`src/rtl/uart_pkg.sv`:
```
// Shared UART definitions: main-state encoding (common to TX and RX) and frame geometry.
package uart_pkg;

  localparam int UART_DATA_BITS = 8;
  localparam int UART_IDX_W     = 3;

  typedef enum logic [2:0] {
    IDLE    = 3'b000,
    START   = 3'b001,
    DATA    = 3'b010,
    STOP    = 3'b011,
    CLEANUP = 3'b100,
    PARITY  = 3'b101
  } uart_state_t;

endpackage

```
`src/rtl/uart_tx_state_handler.sv`:
```
// Combinational next-state logic for the UART transmitter.
// The PARITY state is only reachable when UART_TX_PARITY_EN is defined.
module uart_tx_state_handler
  import uart_pkg::*;
(
  input  uart_state_t                  state,
  input  logic                         tx_dv,
  input  logic [15:0]                  clk_count,
  input  logic [UART_IDX_W-1:0]        bit_index,
  input  logic [15:0]                  clks_per_bit,
  output uart_state_t                  next_state
);

  logic bit_end;
  logic last_bit;

  assign bit_end  = (clk_count == clks_per_bit - 16'd1);
  assign last_bit = (bit_index == UART_IDX_W'(UART_DATA_BITS - 1));

  always_comb begin
    next_state = IDLE;
    case (state)
      IDLE:    next_state = tx_dv ? START : IDLE;
      START:   next_state = bit_end ? DATA : START;
      DATA: begin
        if (bit_end && last_bit) begin
`ifdef UART_TX_PARITY_EN
          next_state = PARITY;
`else
          next_state = STOP;
`endif
        end else begin
          next_state = DATA;
        end
      end
`ifdef UART_TX_PARITY_EN
      PARITY:  next_state = bit_end ? STOP : PARITY;
`endif
      STOP:    next_state = bit_end ? CLEANUP : STOP;
      CLEANUP: next_state = IDLE;
      // Unused codes (including 101 without parity) recover to IDLE.
      default: next_state = IDLE;
    endcase
  end

endmodule

```
`src/rtl/uart_tx.sv`:
```
// 8N1 UART transmitter, LSB first; define UART_TX_PARITY_EN to insert an even-parity bit.
// All outputs are registered from the next-state decode so the TX pin never glitches.
module uart_tx
  import uart_pkg::*;
#(
  parameter int CLKS_PER_BIT = 87
) (
  input  logic       i_Clock,
  input  logic       i_Rst_n,
  input  logic       i_Tx_DV,
  input  logic [7:0] i_Tx_Byte,
  output logic       o_Tx_Active,
  output logic       o_Tx_Serial,
  output logic       o_Tx_Done
);

  localparam logic [15:0] CPB = 16'(CLKS_PER_BIT);

  uart_state_t                 state;
  uart_state_t                 next_state;
  logic [15:0]                 clk_count;
  logic [15:0]                 clk_count_next;
  logic [UART_IDX_W-1:0]       bit_index;
  logic [UART_IDX_W-1:0]       bit_index_next;
  logic [UART_DATA_BITS-1:0]   tx_byte;
  logic [UART_DATA_BITS-1:0]   tx_byte_next;
  logic                        serial_next;
  logic                        active_next;
  logic                        done_next;
  logic                        bit_end;

  assign bit_end = (clk_count == CPB - 16'd1);

  uart_tx_state_handler u_state_handler (
    .state        (state),
    .tx_dv        (i_Tx_DV),
    .clk_count    (clk_count),
    .bit_index    (bit_index),
    .clks_per_bit (CPB),
    .next_state   (next_state)
  );

  always_comb begin
    clk_count_next = clk_count + 16'd1;
    bit_index_next = bit_index;
    tx_byte_next   = tx_byte;
    case (state)
      IDLE: begin
        clk_count_next = 16'd0;
        bit_index_next = '0;
        if (i_Tx_DV) tx_byte_next = i_Tx_Byte;
      end
      DATA: begin
        if (bit_end) begin
          clk_count_next = 16'd0;
          if (next_state == DATA) bit_index_next = bit_index + 1'b1;
        end
      end
      CLEANUP: clk_count_next = 16'd0;
      default: ;
    endcase
    if (next_state != state) clk_count_next = 16'd0;

    // Output values for the cycle that next_state will occupy.
    serial_next = 1'b1;
    active_next = 1'b0;
    done_next   = 1'b0;
    case (next_state)
      START: begin
        serial_next = 1'b0;
        active_next = 1'b1;
      end
      DATA: begin
        serial_next = tx_byte_next[bit_index_next];
        active_next = 1'b1;
      end
`ifdef UART_TX_PARITY_EN
      PARITY: begin
        serial_next = ^tx_byte_next;
        active_next = 1'b1;
      end
`endif
      STOP:    active_next = 1'b1;
      CLEANUP: done_next   = 1'b1;
      default: ;
    endcase
  end

  always_ff @(posedge i_Clock or negedge i_Rst_n) begin
    if (!i_Rst_n) begin
      state       <= IDLE;
      clk_count   <= 16'd0;
      bit_index   <= '0;
      tx_byte     <= '0;
      o_Tx_Serial <= 1'b1;
      o_Tx_Active <= 1'b0;
      o_Tx_Done   <= 1'b0;
    end else begin
      state       <= next_state;
      clk_count   <= clk_count_next;
      bit_index   <= bit_index_next;
      tx_byte     <= tx_byte_next;
      o_Tx_Serial <= serial_next;
      o_Tx_Active <= active_next;
      o_Tx_Done   <= done_next;
    end
  end

endmodule

```
`config.mk`:
```
export PLATFORM = sky130hd
export DESIGN_NAME = uart_tx
export DESIGN_NICKNAME = d
export VERILOG_FILES = /design/src/rtl/uart_pkg.sv /design/src/rtl/uart_tx_state_handler.sv /design/src/rtl/uart_tx.sv
export SDC_FILE = /design/constraint.sdc
export NUM_CORES = 1
export LEC_CHECK = 0
export ABC_AREA = 1
export BUFFER_PORTS_ARGS = -buffer_cell sky130_fd_sc_hd__buf_2
export CAP_MARGIN = 40
export CORE_UTILIZATION = 30
export CTS_CLUSTER_SIZE = 40
export DETAILED_ROUTE_END_ITERATION = 6
export GPL_TIMING_DRIVEN = 0
export PLACE_DENSITY = 0.47
export SETUP_SLACK_MARGIN = 0.4
export SLEW_MARGIN = 10
export SYNTH_ARGS = -nofsm -noshare
export SYNTH_HDL_FRONTEND = slang
export SYNTH_HIERARCHICAL = 1
export SYNTH_SLANG_ARGS = --single-unit
```
`constraint.sdc`:
```
create_clock -name i_Clock -period 3.39 [get_ports i_Clock]
set_clock_uncertainty 0.1 [all_clocks]
set_input_delay 0 -clock i_Clock [delete_from_list [all_inputs] [get_ports i_Clock]]
set_output_delay 0 -clock i_Clock [all_outputs]
set_load 0.005 [all_outputs]
```
After elaboration in Yosys (flattened, before gate mapping)
Index checks and enable logic that the tools add are counted.
{"block": "word_totals", "ff_bits": 33, "word_cells": 43}
{"block": "classes", "add_sub_neg": 2, "magnitude_cmp": 1, "n_eq_ne": 11, "mux": 18, "reduce_logical": 4}
{"op": "$mux W16", "n": 2}
{"op": "$pmux W16 S2", "n": 1}
{"op": "$add A16 B1 Y16 const B", "n": 1}
{"op": "$eq A16 B7 Y1 const B", "n": 1}
{"op": "$mux W8", "n": 2}
{"op": "$eq A3 B2 Y1 const B", "n": 4}
{"op": "$pmux W3 S4", "n": 1}
{"op": "$eq A3 B3 Y1 const B", "n": 3}
{"op": "$mux W3", "n": 3}
{"op": "$eq A3 B1 Y1 const B", "n": 2}
{"op": "$pmux W3 S2", "n": 1}
{"op": "$mux W1", "n": 5}
{"op": "$lt A3 B4 Y1 const B", "n": 1}
{"op": "$add A3 B1 Y3 const B", "n": 1}
{"op": "$bmux W1 S3", "n": 1}
{"op": "$logic_not A3 Y1", "n": 1}
{"op": "$ne A3 B3 Y1", "n": 1}
{"op": "$reduce_or A3 Y1", "n": 1}
{"op": "$mux W2", "n": 1}
{"op": "$pmux W1 S2", "n": 1}
{"op": "$reduce_or A2 Y1", "n": 1}
{"op": "$logic_and A1 B1 Y1", "n": 1}

Depth between registers and ports, before layout
{"block": "logic_depth", "depth_word": 11, "ltp_mapped": 26, "ltp_nobuf": 26}

By module
Netlist, hierarchy kept.
{"mod": "uart_tx", "n_inst": 1, "cells_per_inst": 232, "area_each_um2": 1810.5, "seq_area_each_um2": 827.0}
{"mod": "uart_tx_state_handler", "n_inst": 1, "cells_per_inst": 168, "area_each_um2": 850.8, "seq_area_each_um2": 0.0}

Least setup slack after synthesis
No wires, ideal clock.
{"block": "synth_timing", "kind": "reg2reg", "start": "register clk_count[3]", "end": "register o_Tx_Serial", "arrival_ps": 2432, "required_time_ps": 3230, "slack_ps": 798, "stages_incl_launch_ff": 22, "n_path_buf": 0, "synth_period_minus_slack_ps": 2592, "path_cell_list": "dfrtp_1 inv_1 nand2_1 nand2_1 nand2_1 nand2_1 nand3_2 nor2_2 nand2_2 nor2_4 nand3_2 a21oi_1 nand2_1 nor3_2 inv_1 o21bai_4 nand2_1 nand2_1 nand3_1 nand3_1 nand3_1 nand2_1"}
{"block": "synth_between", "elab_chain_cells": 11, "word_cells_on_any_way": 14, "cone_classes": "eq/ne (3); mux (10); reduce/logical (1)"}
{"element": "start, declared", "line_no": "uart_tx.sv:21", "source": "logic [15:0] clk_count;"}
{"element": "start signal, assigned", "line_no": "uart_tx.sv:100", "source": "clk_count <= clk_count_next;"}
{"element": "$eq A16 B7 Y1 (*)", "line_no": "uart_tx_state_handler.sv:17", "source": "assign bit_end = (clk_count == clks_per_bit - 16'd1);"}
{"element": "$logic_and A1 B1 Y1", "line_no": "uart_tx_state_handler.sv:26", "source": "if (bit_end && last_bit) begin"}
{"element": "$mux W1", "line_no": "uart_tx_state_handler.sv:26"}
{"element": "$pmux W3 S4 (*)", "line_no": "uart_tx_state_handler.sv:22", "source": "case (state)"}
{"element": "via next_state[0]", "line_no": "uart_tx.sv:20", "source": "uart_state_t next_state;"}
{"element": "$eq A3 B2 Y1", "line_no": "uart_tx.sv:56, uart_tx.sv:68"}
{"element": "$mux W3", "line_no": "uart_tx.sv:56", "source": "if (next_state == DATA) bit_index_next = bit_index + 1'b1;"}
{"element": "$mux W3", "line_no": "uart_tx.sv:54", "source": "if (bit_end) begin"}
{"element": "$pmux W3 S2", "line_no": "uart_tx.sv:47", "source": "case (state)"}
{"element": "$bmux W1 S3", "line_no": "uart_tx.sv:74", "source": "serial_next = tx_byte_next[bit_index_next];"}
{"element": "$mux W1 (implied by the code)", "line_no": "uart_tx.sv:74"}
{"element": "$pmux W1 S2 (*)", "line_no": "uart_tx.sv:68", "source": "case (next_state)"}
{"element": "via serial_next", "line_no": "uart_tx.sv:27", "source": "logic serial_next;"}
{"element": "end signal, assigned", "line_no": "uart_tx.sv:103", "source": "o_Tx_Serial <= serial_next;"}
{"element": "end, declared", "line_no": "uart_tx.sv:13", "source": "output logic o_Tx_Serial,"}
Mark *: on every way through the listed nets, which the timed path passes. The rest lies on a longest branch. The select of a mux whose other input is x is not followed.

Final worst setup path
{"block": "layout_timing", "start": "register clk_count[3]", "end": "register o_Tx_Serial"}
{"block": "layout_between", "elab_chain_cells": 11, "word_cells_on_any_way": 14, "cone_classes": "eq/ne (3); mux (10); reduce/logical (1)"}
{"element": "$eq A16 B7 Y1 (*)", "line_no": "uart_tx_state_handler.sv:17"}
{"element": "$logic_and A1 B1 Y1", "line_no": "uart_tx_state_handler.sv:26"}
{"element": "$mux W1", "line_no": "uart_tx_state_handler.sv:26"}
{"element": "$pmux W3 S4 (*)", "line_no": "uart_tx_state_handler.sv:22"}
{"element": "via next_state[0]", "line_no": "uart_tx.sv:20"}
{"element": "$eq A3 B2 Y1 (*)", "line_no": "uart_tx.sv:56"}
{"element": "$mux W3 (*)", "line_no": "uart_tx.sv:56"}
{"element": "$mux W3 (*)", "line_no": "uart_tx.sv:54"}
{"element": "$pmux W3 S2 (*)", "line_no": "uart_tx.sv:47"}
{"element": "via bit_index_next[1]", "line_no": "uart_tx.sv:24", "source": "logic [UART_IDX_W-1:0] bit_index_next;"}
{"element": "$bmux W1 S3 (*)", "line_no": "uart_tx.sv:74"}
{"element": "$mux W1 (implied by the code) (*)", "line_no": "uart_tx.sv:74"}
{"element": "$pmux W1 S2 (*)", "line_no": "uart_tx.sv:68"}
{"element": "via serial_next", "line_no": "uart_tx.sv:27"}
Marked as above.

==> impl_metrics.py <==
metrics = {
    "cells_and_area": {
        "nNetsFinal": 509,
        "design_area_mm2": 0.00343,
        "ff_latch_area_um2": 832,
        "area_growth_pct": 28.9,
        "multi_input_area_mm2": 0.00185,
        "nFillCells": 897,
        "n_antenna_cell": 0,
        "drive_above_1_share_pct": 20.8,
    },
    "clocking": {
        "cts_tree": "yes",
        "clockRootBuffer": "clkbuf_8",
        "htreeDepth": 2,
        "ctsLongestPathBuffers": 2,
        "insertion_delay_ns": 0.29,
        "cts_buffers": 5,
        "clock_sinks": 33,
        "cts.clk_slew.worst_paths_ns": 0.07,
    },
    "yosys": {
        "synth_ff_type": "dfrtp_1",
        "yosysTopAreaCell": "dfrtp_1",
        "synth_area_leaders": "dfrtp_1, nand2_1, inv_1, nand3_1, nor2_1",
        "synthDominantCellAreaShare_pct": 30.1,
        "seq_area_frac_synth_pct": 31.1,
        "ys_warn_count": 6,
        "ys_ff_latch": 33,
        "yosysMostFrequentCell": "nand2_1",
        "async_flop_share_pct": 100,
        "netlist_area_mm2": 0.00266,
        "avgSynthCellArea_um2": 6.65,
        "syn_inst": 400,
        "synth_commonest_cells": "nand2_1, inv_1, nor2_1",
        "synth_edf_count": 0,
        "synth.distinct_cells": 34,
    },
    "grt": {
        "grt_pass1_wl_um": 10400,
        "antenna_found_initial": 0,
        "grt.total_usage_pct": 14.6,
        "grt_max_degree": 34,
        "grt_pass1_vias": 2363,
        "grt-ovfl-total": 0,
    },
    "pwr": {
        "vdd_drop_max_uv": 172,
        "p_per_area_mw_per_mm2": 226,
        "p_total_mw": 0.776,
        "p_leak_nw": 1.75,
    },
    "drt": {
        "drc": 0,
        "m1WireLength_um": 2930,
        "num_vias": 2544,
        "top_layer": "met4",
        "avgViaCountPerCell": 4.24,
        "wl_um": 6010,
        "route.met3.wl_um": 81,
        "avgRoutedWirePerCell_um": 10.0,
        "drt_iter0_drc": 84,
        "first_pass_iters": 4,
        "ant_nets": 0,
        "wl_met2_um": 2910,
    },
    "critical_path": {
        "reg2reg_from": "clk_count[3]$_DFF_PN0_",
        "critPathLaunchType": "flip-flop",
        "cp_max_fo": 6,
        "critPathLaunch": "clk_count[3]$_DFF_PN0_",
        "critPathArrivalTime_ns": 2.92,
        "worstRegToRegCells": 24,
        "critical_path_class": "flip-flop to flip-flop",
        "required_ns": 3.52,
        "end_kind": "flip-flop",
    },
    "sta": {
        "fin_crit_ns": 2.79,
        "max_freq_mhz": 359,
        "maxSlewViolCount": 0,
        "hold_violations": 0,
        "fin_crit_sh_pct": 82.3,
        "finalSetupTns_ns": 0,
        "finalSetupViolCount": 0,
        "maxSlewHeadroom_pct": 49.6,
        "rsz0062_at_grt": "yes",
        "tightestPinTransition_ns": 0.756,
    },
    "die": {
        "boundaryPins": 14,
        "die_w_um": 96.2,
        "die_area_mm2": 0.00925,
        "rows": 33,
        "die_h_um": 96.2,
        "start_util_pct": 31.8,
        "core_mm2": 0.00838,
    },
    "run": {
        "drv_cap": 0,
    },
    "worst_hold_path": {
        "hp-start": "i_Tx_DV",
        "holdPathStages": 5,
        "worstHoldPathType": "primary input to flip-flop",
    },
    "placement": {
        "dpl-instance-area_mm2": 0.00305,
        "dp_hpwl_um": 4590,
        "io_buffers": 13,
        "place_congestion": 0.783,
    },
    "outcome": {
        "status": "completed",
    },
}
[registers in the layout (all words and copies together) (netlist names)]
| signal | flops |
|---|---|
| tx_byte | 8 |
| bit_index | 3 |
| state | 3 |
| o_Tx_Serial | 1 |
| clk_count | 16 |
| o_Tx_Done | 1 |
| o_Tx_Active | 1 |
[final timing paths]
| path | slack (ns) | end |
|---|---|---|
| setup / recovery | 0.60 | o_Tx_Serial$_DFF_PN1_ |
| hold / removal | 0.12 | state[0]$_DFF_PN0_ |
| setup reg to reg | 0.60 | o_Tx_Serial$_DFF_PN1_ |
| hold reg to reg | 0.41 | clk_count[0]$_DFF_PN0_ |
| max in group asynchronous | 2.43 | clk_count[3]$_DFF_PN0_ |
| min in group asynchronous | 0.22 | tx_byte[4]$_DFF_PN0_ |
[critical path: stages (launching register included)]
cell	delay, ns
dfrtp_2	0.45
inv_2	0.07
nand2_1	0.05
nand2_1	0.06
nand2_1	0.05
nand2_1	0.06
nand3_2	0.07
nor2_2	0.10
nand2_2	0.07
nor2_4	0.12
nand3_4	0.11
nand2_2	0.09
nand2_2	0.05
inv_2	0.06
nand2_4	0.06
nor3_4	0.27
buf_4	0.17
nand4_1	0.08
nand2_1	0.10
inv_1	0.06
nor2_2	0.14
nand3_1	0.09
nand3_1	0.08
nand3_1	0.09
nand2_1	0.08
[cell usage in the layout, fill, tap and decap left out, drive strengths merged]
cell | netlist | routed
nand2 | 105 | 105
inv | 70 | 70
nor2 | 68 | 68
conb | 2 | 53
nand3 | 45 | 45
dfrtp | 32 | 32
buf | 2 | 29
o21ai | 16 | 16
xor2 | 11 | 11
nor3 | 10 | 10
dlygate4sd3 | 0 | 9
a21oi | 6 | 6
xnor2 | 6 | 6
nand4 | 5 | 5
nand3b | 5 | 5
clkbuf | 0 | 5
nor3b | 4 | 4
ha | 4 | 4
clkinv | 0 | 2
o21bai | 2 | 2
a211oi | 1 | 1
a31oi | 1 | 1
nor4 | 1 | 1
a21boi | 1 | 1
clkinvlp | 0 | 1
dfstp | 1 | 1
or2 | 1 | 1
a21o | 1 | 1
[power by group]
group	leakage (nW)	internal [mW]	switching, mW
Combinational	1.33	0.0324	0.0518
Sequential	0.374	0.393	0
Clock	0.0439	0.142	0.157
Total	1.75	0.568	0.208
[layer usage]
layer	global-route usage (%)	vias up
met2	26.0	20
met4	3.73	0
met3	1.90	9
li1	-	1383
met1	18.3	1132
met5	0	-
[cell families after synthesis]
| group | synth area share, % |
|---|---|
| compound gates | 6.21 |
| xor+xnor | 5.59 |
| fa+ha+maj | 1.88 |
| buf+inv | 10.2 |
| flops | 31.1 |
| other cells | 0.282 |
| simple gates | 44.7 |
[area by class of cell]
| class | instances | area share (%) |
|---|---|---|
| Multi-Input combinational cell | 346 | 53.9 |
| Inverter | 70 | 7.66 |
| Clock inverter | 3 | 0.511 |
| Sequential cell | 33 | 24.3 |
| Tap cell | 105 | 3.83 |
| Clock buffer | 5 | 2.01 |
| Timing Repair Buffer | 36 | 7.59 |
| Buffer | 2 | 0.292 |
[metrics by stage]
| stage | hold slack, ns | utilization, % | cells | setup WS [ns] |
|---|---|---|---|---|
| CTS | 0.145 | 38.6 | 586 | 0.414 |
| finish | 0.117 | 40.9 | 600 | 0.602 |
| floorplan | -0.396 | - | 451 | 0.798 |
| detailed placement | 0.0218 | 36.4 | 569 | 0.320 |
| global route | 0.127 | 40.9 | 600 | 0.322 |
| global placement | 0.0261 | 36.4 | 569 | 0.389 |
[timing repair]
item                       4_1_cts  5_1_grt
hold buffers                     9        0
setup endpoints to repair        1       18
hold endpoints to repair        40        0
resized for setup                3       25
pin swaps                        1       16
setup buffers                    0       14
Power figures use the tool's default switching activity.
